===== config.mk =====
export PLATFORM = sky130hd
export DESIGN_NAME = m_unit_ctrl
export DESIGN_NICKNAME = d
export VERILOG_FILES = /design/src/rtl/m_unit_ctrl.sv
export SDC_FILE = /design/constraint.sdc
export NUM_CORES = 1
export LEC_CHECK = 0
export CORE_AREA = 2 2 178 180
export DETAILED_ROUTE_END_ITERATION = 7
export DIE_AREA = 0 0 180 182
export PLACE_DENSITY_LB_ADDON = 0.1
export SETUP_SLACK_MARGIN = 0.2
export SYNTH_ARGS = -nofsm -noshare
export SYNTH_HDL_FRONTEND = slang
export SYNTH_SLANG_ARGS = --single-unit
export TNS_END_PERCENT = 30

===== constraint.sdc =====
create_clock -name clk -period 3.8 [get_ports clk]
set_clock_uncertainty 0.15 [all_clocks]
set_input_delay 0.76 -clock clk [delete_from_list [all_inputs] [get_ports clk]]
set_output_delay 0.76 -clock clk [all_outputs]
set_load 0.03 [all_outputs]

===== src/rtl/m_unit_ctrl.sv =====
// Sequencer for the RV32M multiply/divide datapath: one op in flight, result over valid/ready.
// Latency: MUL* 2 cycles, DIV*/REM* 34 cycles, bypassed divide specials 1 cycle; holds result until out_ready.
`ifndef MUX_DIV_REM_LENGTH
`define MUX_DIV_REM_LENGTH 1
`endif

module m_unit_ctrl #(
    parameter bit SPECIAL_BYPASS = 1'b1
) (
    input  logic                           clk,
    input  logic                           rst,
    input  logic                           flush,
    input  logic                           in_valid,
    output logic                           in_ready,
    input  logic [2:0]                     funct3,
    input  logic [31:0]                    rs1,
    input  logic [31:0]                    rs2,
    output logic                           out_valid,
    input  logic                           out_ready,
    output logic [31:0]                    result,
    output logic [31:0]                    alu_R,
    output logic [62:0]                    alu_D,
    output logic [31:0]                    alu_Z,
    output logic [32:0]                    alu_mult_a,
    output logic [32:0]                    alu_mult_b,
    output logic [`MUX_DIV_REM_LENGTH-1:0] alu_mux_div_rem,
    input  logic                           alu_sub_neg,
    input  logic [31:0]                    alu_sub_result,
    input  logic [31:0]                    alu_div_rem,
    input  logic [31:0]                    alu_div_rem_neg,
    input  logic [65:0]                    alu_product
);

    typedef enum logic [2:0] {S_IDLE, S_MUL, S_DIV, S_FIN, S_DONE} state_t;

    state_t      state;
    logic [2:0]  op;
    logic        neg_q;
    logic        neg_r;
    logic [4:0]  cnt;
    logic [31:0] r_q;
    logic [62:0] d_q;
    logic [31:0] z_q;
    logic [32:0] mult_a;
    logic [32:0] mult_b;

    // funct3[0]=0 marks the signed DIV/REM encodings, funct3[1]=1 the remainder ones
    logic        div_signed;
    logic        div_zero;
    logic        div_ovf;
    logic [31:0] abs_a;
    logic [31:0] abs_b;
    logic [31:0] special_res;
    logic        unused_prod_bits;

    assign div_signed  = ~funct3[0];
    assign div_zero    = (rs2 == 32'd0);
    assign div_ovf     = div_signed && (rs1 == 32'h8000_0000) && (rs2 == 32'hFFFF_FFFF);
    assign abs_a       = (div_signed && rs1[31]) ? (32'd0 - rs1) : rs1;
    assign abs_b       = (div_signed && rs2[31]) ? (32'd0 - rs2) : rs2;
    assign special_res = div_zero ? (funct3[1] ? rs1 : 32'hFFFF_FFFF)
                                  : (funct3[1] ? 32'd0 : 32'h8000_0000);
    assign unused_prod_bits = ^alu_product[65:64];

    assign alu_R           = r_q;
    assign alu_D           = d_q;
    assign alu_Z           = z_q;
    assign alu_mult_a      = mult_a;
    assign alu_mult_b      = mult_b;
    assign alu_mux_div_rem = `MUX_DIV_REM_LENGTH'(op[1]);

    always_ff @(posedge clk) begin
        if (rst) begin
            state     <= S_IDLE;
            in_ready  <= 1'b1;
            out_valid <= 1'b0;
            result    <= '0;
            op        <= '0;
            neg_q     <= 1'b0;
            neg_r     <= 1'b0;
            cnt       <= '0;
            r_q       <= '0;
            d_q       <= '0;
            z_q       <= '0;
            mult_a    <= '0;
            mult_b    <= '0;
        end else if (flush) begin
            state     <= S_IDLE;
            in_ready  <= 1'b1;
            out_valid <= 1'b0;
        end else begin
            case (state)
                S_IDLE: begin
                    if (in_valid) begin
                        op       <= funct3;
                        in_ready <= 1'b0;
                        if (!funct3[2]) begin
                            mult_a <= {(funct3 == 3'd3) ? 1'b0 : rs1[31], rs1};
                            mult_b <= {funct3[1] ? 1'b0 : rs2[31], rs2};
                            state  <= S_MUL;
                        end else if (SPECIAL_BYPASS && (div_zero || div_ovf)) begin
                            result    <= special_res;
                            out_valid <= 1'b1;
                            state     <= S_DONE;
                        end else begin
                            r_q   <= abs_a;
                            z_q   <= '0;
                            d_q   <= {abs_b, 31'b0};
                            cnt   <= 5'd31;
                            // a zero divisor must yield an all-ones quotient regardless of signs
                            neg_q <= div_signed && (rs1[31] ^ rs2[31]) && !div_zero;
                            neg_r <= div_signed && rs1[31];
                            state <= S_DIV;
                        end
                    end
                end
                S_MUL: begin
                    result    <= (op[1:0] == 2'd0) ? alu_product[31:0] : alu_product[63:32];
                    out_valid <= 1'b1;
                    state     <= S_DONE;
                end
                S_DIV: begin
                    if (!alu_sub_neg) begin
                        r_q      <= alu_sub_result;
                        z_q[cnt] <= 1'b1;
                    end
                    d_q <= d_q >> 1;
                    if (cnt == 5'd0) begin
                        state <= S_FIN;
                    end else begin
                        cnt <= cnt - 5'd1;
                    end
                end
                S_FIN: begin
                    result    <= (op[1] ? neg_r : neg_q) ? alu_div_rem_neg : alu_div_rem;
                    out_valid <= 1'b1;
                    state     <= S_DONE;
                end
                S_DONE: begin
                    if (out_ready) begin
                        out_valid <= 1'b0;
                        in_ready  <= 1'b1;
                        state     <= S_IDLE;
                    end
                end
                default: state <= S_IDLE;
            endcase
        end
    end

endmodule


======== Word-level counts from Yosys, hierarchy flattened ========
Cells that the tools add are included.
storage, ports and cells
  register bits after elaboration ......... 239
  input port bits ......................... 235
  logic and storage cells ................. 117
operators by class
  $add $sub $neg .......................... 3
  reduce and logical (&&, ||, !) cells .... 29
  bitwise logic cells ..................... 6
  magnitude comparators ................... 2
  eq/ne operators ......................... 15
  multiplexer cells ....................... 49
operator list
  kind                                                  number
  two-way mux 32 bit                                    18
  two-way mux 63 bit                                    3
  one-hot mux 32 bit (2 select lines)                   2
  one-hot mux 63 bit (2 select lines)                   1
  one-hot mux 32 bit (3 select lines)                   1
  equality test 32 bit (second input constant)          2
  subtractor 1 x 32 -> 32 bit (first input constant)    2
  zero test 32 bit                                      1
  bitwise OR 32 bit                                     1
  two-way mux 5 bit                                     4
  AND reduction 5 bit                                   4
  inequality test 2 bit (second input constant)         8
  two-way mux 3 bit                                     5
  one-hot mux 3 bit (4 select lines)                    1
  AND reduction 6 bit                                   2
  two-way mux 1 bit                                     10
  one-hot mux 5 bit (2 select lines)                    1
  equality test 3 x 2 -> 1 bit (second input constant)  3
  AND reduction 3 bit                                   3
  logical AND 1 bit                                     7
  < comparator 5 x 6 -> 1 bit (second input constant)   1
  nonzero test 3 bit                                    2
  demux 1 bit (select 5 bit)                            1
  >= comparator 5 x 1 -> 1 bit (second input constant)  1
  15 further kinds                                      20

======== Longest topological paths before layout ========
  depth in word-level cells ............... 8
  mapped depth ............................ 12

======== Least setup slack after synthesis ========
No wires, ideal clock.
  path kind ............................... input-to-reg
  start ................................... input port rs2[25]
  end ..................................... register d_q[42] (netlist: alu_D[42])
  arrival time ............................ 3.149 ns
  setup time .............................. 0.132 ns
  setup slack ............................. 0.368 ns
  stages on the path ...................... 11
  cell sequence ........................... buf_6 or4_4 or4_1 or4_1 buf_2 o31ai_1 o22ai_2 buf_2 buf_2 o211ai_1 a21oi_1
between the ends
  cells in the longest elaborated chain, start to end .. 5
  elaborated cells between the ends (all ways) .. 6
ends and longest elaborated chain
  item                                      RTL line  text
  start, declared                           17        input logic [31:0] rs2,
  equality test 32 bit                      58        assign div_ovf = div_signed && (rs1 == 32'h8000_0000) && (rs2 == 32'hFFFF_FFFF);
  logical AND 1 bit                         58
  logical OR 1 bit *                        101       end else if (SPECIAL_BYPASS && (div_zero || div_ovf)) begin
  inequality test 2 bit (no source line) *  -
  AND reduction 5 bit (no source line) *    -
  end signal, assigned                      108       d_q <= {abs_b, 31'b0};
  end signal, assigned                      127       d_q <= d_q >> 1;
  end, declared                             42        logic [62:0] d_q;
Mark *: on every way between the ends. The rest lies on a longest branch, timed or not.
A chain may end at the register's enable or synchronous reset.

======== Final worst setup path ========
  start ................................... input port rs2[25]
  end ..................................... register result[8]
between the ends
  cells in the longest elaborated chain, start to end .. 6
  elaborated cells between the ends (all ways) .. 11
ends and longest elaborated chain
  item                                 RTL line  text
  zero test 32 bit                     57        assign div_zero = (rs2 == 32'd0);
  two-way mux 32 bit                   61        assign special_res = div_zero ? (funct3[1] ? rs1 : 32'hFFFF_FFFF)
  two-way mux 32 bit                   101
  two-way mux 32 bit                   97        if (!funct3[2]) begin
  two-way mux 32 bit                   94        if (in_valid) begin
  one-hot mux 32 bit (3 select lines)  92        case (state)
  end signal, assigned                 102       result <= special_res;
  end signal, assigned                 118       result <= (op[1:0] == 2'd0) ? alu_product[31:0] : alu_product[63:32];
  end signal, assigned                 135       result <= (op[1] ? neg_r : neg_q) ? alu_div_rem_neg : alu_div_rem;
  end, declared                        20        output logic [31:0] result,
Several ways; a longest one is shown, not always the timed one. The select of a mux whose other input is x is not followed.

==> summary.txt <==
Outcome
  • Status: completed

Critical path
  • Capturing point of the worst reg2reg path: result[20]
  • Critical R2R Launch: op[1]
  • R2r setup slk: 1.14 ns
  • Critical setup path kind: in2reg
  • Worst Path Max Fanout: 28
  • Worst EP required: 4.09 ns
  • CP Launch Type: input pin
  • Worst Reg-to-Reg Cells: 6
  • Crit. End Element: flip-flop
  • Arr. time, crit path: 3.75 ns

Final layout
  • Fin cells: 2462
  • Final core occ: 0.603
  • Final #Nets: around 2300
  • Area of the multi-input gates: 0.00679 mm²
  • Area grow syn2layout: 53.4%
  • Share of layout cells above drive strength 1: 0.0961
  • FF+latch area: roughly 0.0048 mm²
  • Final instance area: 0.0187 mm²
  • Fillers: 2873

Synthesis
  • Post-Syn Area per Cell: 7.84 µm²
  • Ranking of synthesized cells by area: dfxtp_1 39%, nand2_1 9.5%, a21oi_1 7.8%, a211oi_1 6.0%, o211ai_1 3.6%
  • Most frequent cells after synthesis: 309 x nand2_1, 239 x dfxtp_1, 190 x a21oi_1
  • Synth Area in Compound Gates: 0.250
  • Yosys warnings: 0
  • Post-synth net total: 1797
  • Sequential area share after synthesis: 0.393
  • Multiplexer share of the synthesized area: 0.0279
  • Synth Area in Adders: 0.00719
  • Xor/xnor share of the synthesized area: 0.0410
  • Main flop type after synthesis: dfxtp_1
  • Register bit total from synthesis: roughly 240
  • Area leader, netlist: dfxtp_1
  • Post-synthesis cell area: 0.0122 mm²
  • Post-synthesis instance total: 1555
  • Share of the synthesized area in the top cell type: 0.393
  • Post-synth EDFFs: 0
  • Synth unique cells: 55
  • Post-synth ARST share: 0
  • Most common cell in the netlist: nand2_1
  • Synth Area in Simple Gates: 0.225
  • Main combinational cell family by area after synthesis: compound AO/OA/AOI/OAI gates

Routing
  • DRC errors left: 0
  • Via count: 13300
  • Pre-antenna DRT Iters: 5
  • WL per Instance: 20.1 µm
  • Drt via density: 5.41
  • Detail Route Antenna Nets: 0
  • Routed WL: between 40 and 50 mm
  • 1st-iter DRT viols: between 800 and 900

Floorplan
  • Row count: 65
  • Die area: around 0.033 mm²
  • Starting density of the core: 0.393
  • Die Width: 180 µm
  • Die Y: 182 µm
  • Core Box Area: 0.0310 mm²
  • I/O pin count: 463

Pwr
  • Power density cells: 342 mW/mm²
  • Gate power share: 0.202
  • Switching share of power: 0.280
  • Internal Power: around 4600 µW
  • NetSw: 1790 µW
  • Pleak: 0.00670 µW
  • Sequential power share: 0.411
  • Max VDD drop: 0.253 mV
  • Clock network fraction of design power: 0.387

Clock tree
  • CTS Hold Bufs: 0
  • TritonCTS Buffers: 27
  • CTS tree: yes
  • Clock sink count: 239
  • Max clock buf depth: 3
  • Max H-tree Level: 1
  • Clk slew on worst S/H paths: 0.06 ns
  • Root Buffer: clkbuf_16
  • Clock insertion delay at the later pin of the skew report: 0.54 ns

Global routing
  • Vias in the first global route: ~13000
  • Total Routing Usage GR: 0.286
  • First-pass GRT wire length: 74.2 mm
  • Antenna violations before repair: 12
  • Remaining global-route overflow: 0
  • Pin count of the biggest net entering global routing: 103

STA
  • Unrepaired setup endpoints after global routing: false
  • Fmax: just under 300 MHz
  • Max-slew headroom: 0.322
  • Fin Setup TNS: 0 ns
  • Fin crit share: 0.910
  • Final setup viols: 0
  • Minimum clock period: 3.46 ns
  • Setup WS post-layout: 0.344 ns
  • Final hold violations: 0
  • Slew @ Worst Pin: approximately 1.0 ns
  • Max Slew Vio Count: 0

Worst hold path
  • Hold path start: alu_mult_b[13]
  • Worst Hold End: alu_mult_b[13]
  • Cells on Worst Hold Path: 2
  • Worst Hold Class: reg2reg

Place
  • DP HPWL: 37.5 mm
  • Cell total after placement: about 2400
  • Final GP Congestion: 0.937
  • Dpl ws: -0.290 ns
  • DP Area: about 0.018 mm²
  • # port buffers: 460

Flow run
  • Max cap viols: 0
## per-stage QoR
step	hold WS [ns]	power, µW
detailed placement	0.296	3970
finish	0.303	6400
global route	0.322	6650
global placement	0.290	3960
floorplan	0.281	3300
CTS	0.305	6450
## power by group through the flow
stage	Combinational, µW	Sequential (µW)	Clock [µW]
2_1_floorplan	499	2800	0
4_1_cts	1290	2630	2530
3_5_place_dp	1290	2690	0
5_1_grt	1380	2640	2630
3_3_place_gp	1280	2680	0
6_report	1290	2630	2480
## worst max-delay path, stage by stage
cell             delay, ns
clkdlybuf4s50_1       0.46
or4_4                 0.59
or4_1                 0.46
or4_4                 0.47
buf_4                 0.17
o311a_1               0.17
nor2_4                0.19
buf_12                0.19
nor2_1                0.05
a211oi_1              0.22
## sequential cells by signal (all words and copies together) (netlist names)
register    count
cnt             5
state           3
alu_mult_a     33
alu_D          63
alu_R          32
result         32
neg_q           1
neg_r           1
alu_Z          32
in_ready        1
op              2
alu_mult_b     33
out_valid       1
## cells by family after synthesis
kind of cell / Yosys count
compound gates: 468
xor+xnor: 57
fa+ha+maj: 7
buf+inv: 148
flops: 239
mux: 34
simple gates: 602
## area by class of cell
cell class / count / share of cell area
inverter: 11 / 0.00221
clock inverter: 4 / 0.00174
tap: 402 / 0.0269
multi-input combinational: 1168 / 0.363
timing repair buffer: 587 / 0.306
clock buffer: 40 / 0.0425
sequential: 239 / 0.256
antenna: 11 / 0.00147
## layer usage
metal | GRT usage | vias to the layer above | part of all wire
li1 | - | 6481 | -
met1 | 0.352 | 6237 | 0.41
met2 | 0.472 | 502 | 0.47
met3 | 0.0702 | 101 | 0.075
met4 | 0.134 | 2 | 0.045
met5 | 0 | - | 0.00020
## how the worst max path moves through the flow
stage / startpoint / slack, ns / cells after the start / to
4_1_cts: rs2[25] / 0.28 / 10 / cnt[0]
3_5_place_dp: rs2[25] / -0.29 / 10 / cnt[0]
5_1_grt: rs1[25] / 0.21 / 11 / result[15]
2_1_floorplan: rs2[25] / 0.37 / 11 / alu_D[42]
3_3_place_gp: rs2[7] / -0.22 / 10 / cnt[3]
6_report: rs2[25] / 0.34 / 10 / result[8]
## cells in the final DEF (no fill, tap or decap), types with 12 or more instances in the layout
master / instances
clkdlybuf4s50_1: 459
a31oi_1: 41
o31ai_1: 19
xor2_1: 41
buf_4: 114
mux2i_1: 33
a22o_1: 16
xnor2_1: 16
nand3_1: 41
nor2_1: 88
nand2b_1: 36
nand2_1: 308
clkbuf_16: 27
buf_12: 13
a21oi_1: 190
o211ai_1: 59
nand4_1: 12
nor2b_1: 43
nor4_1: 13
dfxtp_1: 238
a211oi_1: 98
o21ai_0: 14
nor3_1: 14
## timing repair
item	in CTS	in global routing
endpoints found under the setup margin	0	78
buffers inserted	0	1
endpoints found under the hold margin	0	0
gates resized for setup	0	3
No activity file was read; power rests on OpenSTA's default activity.
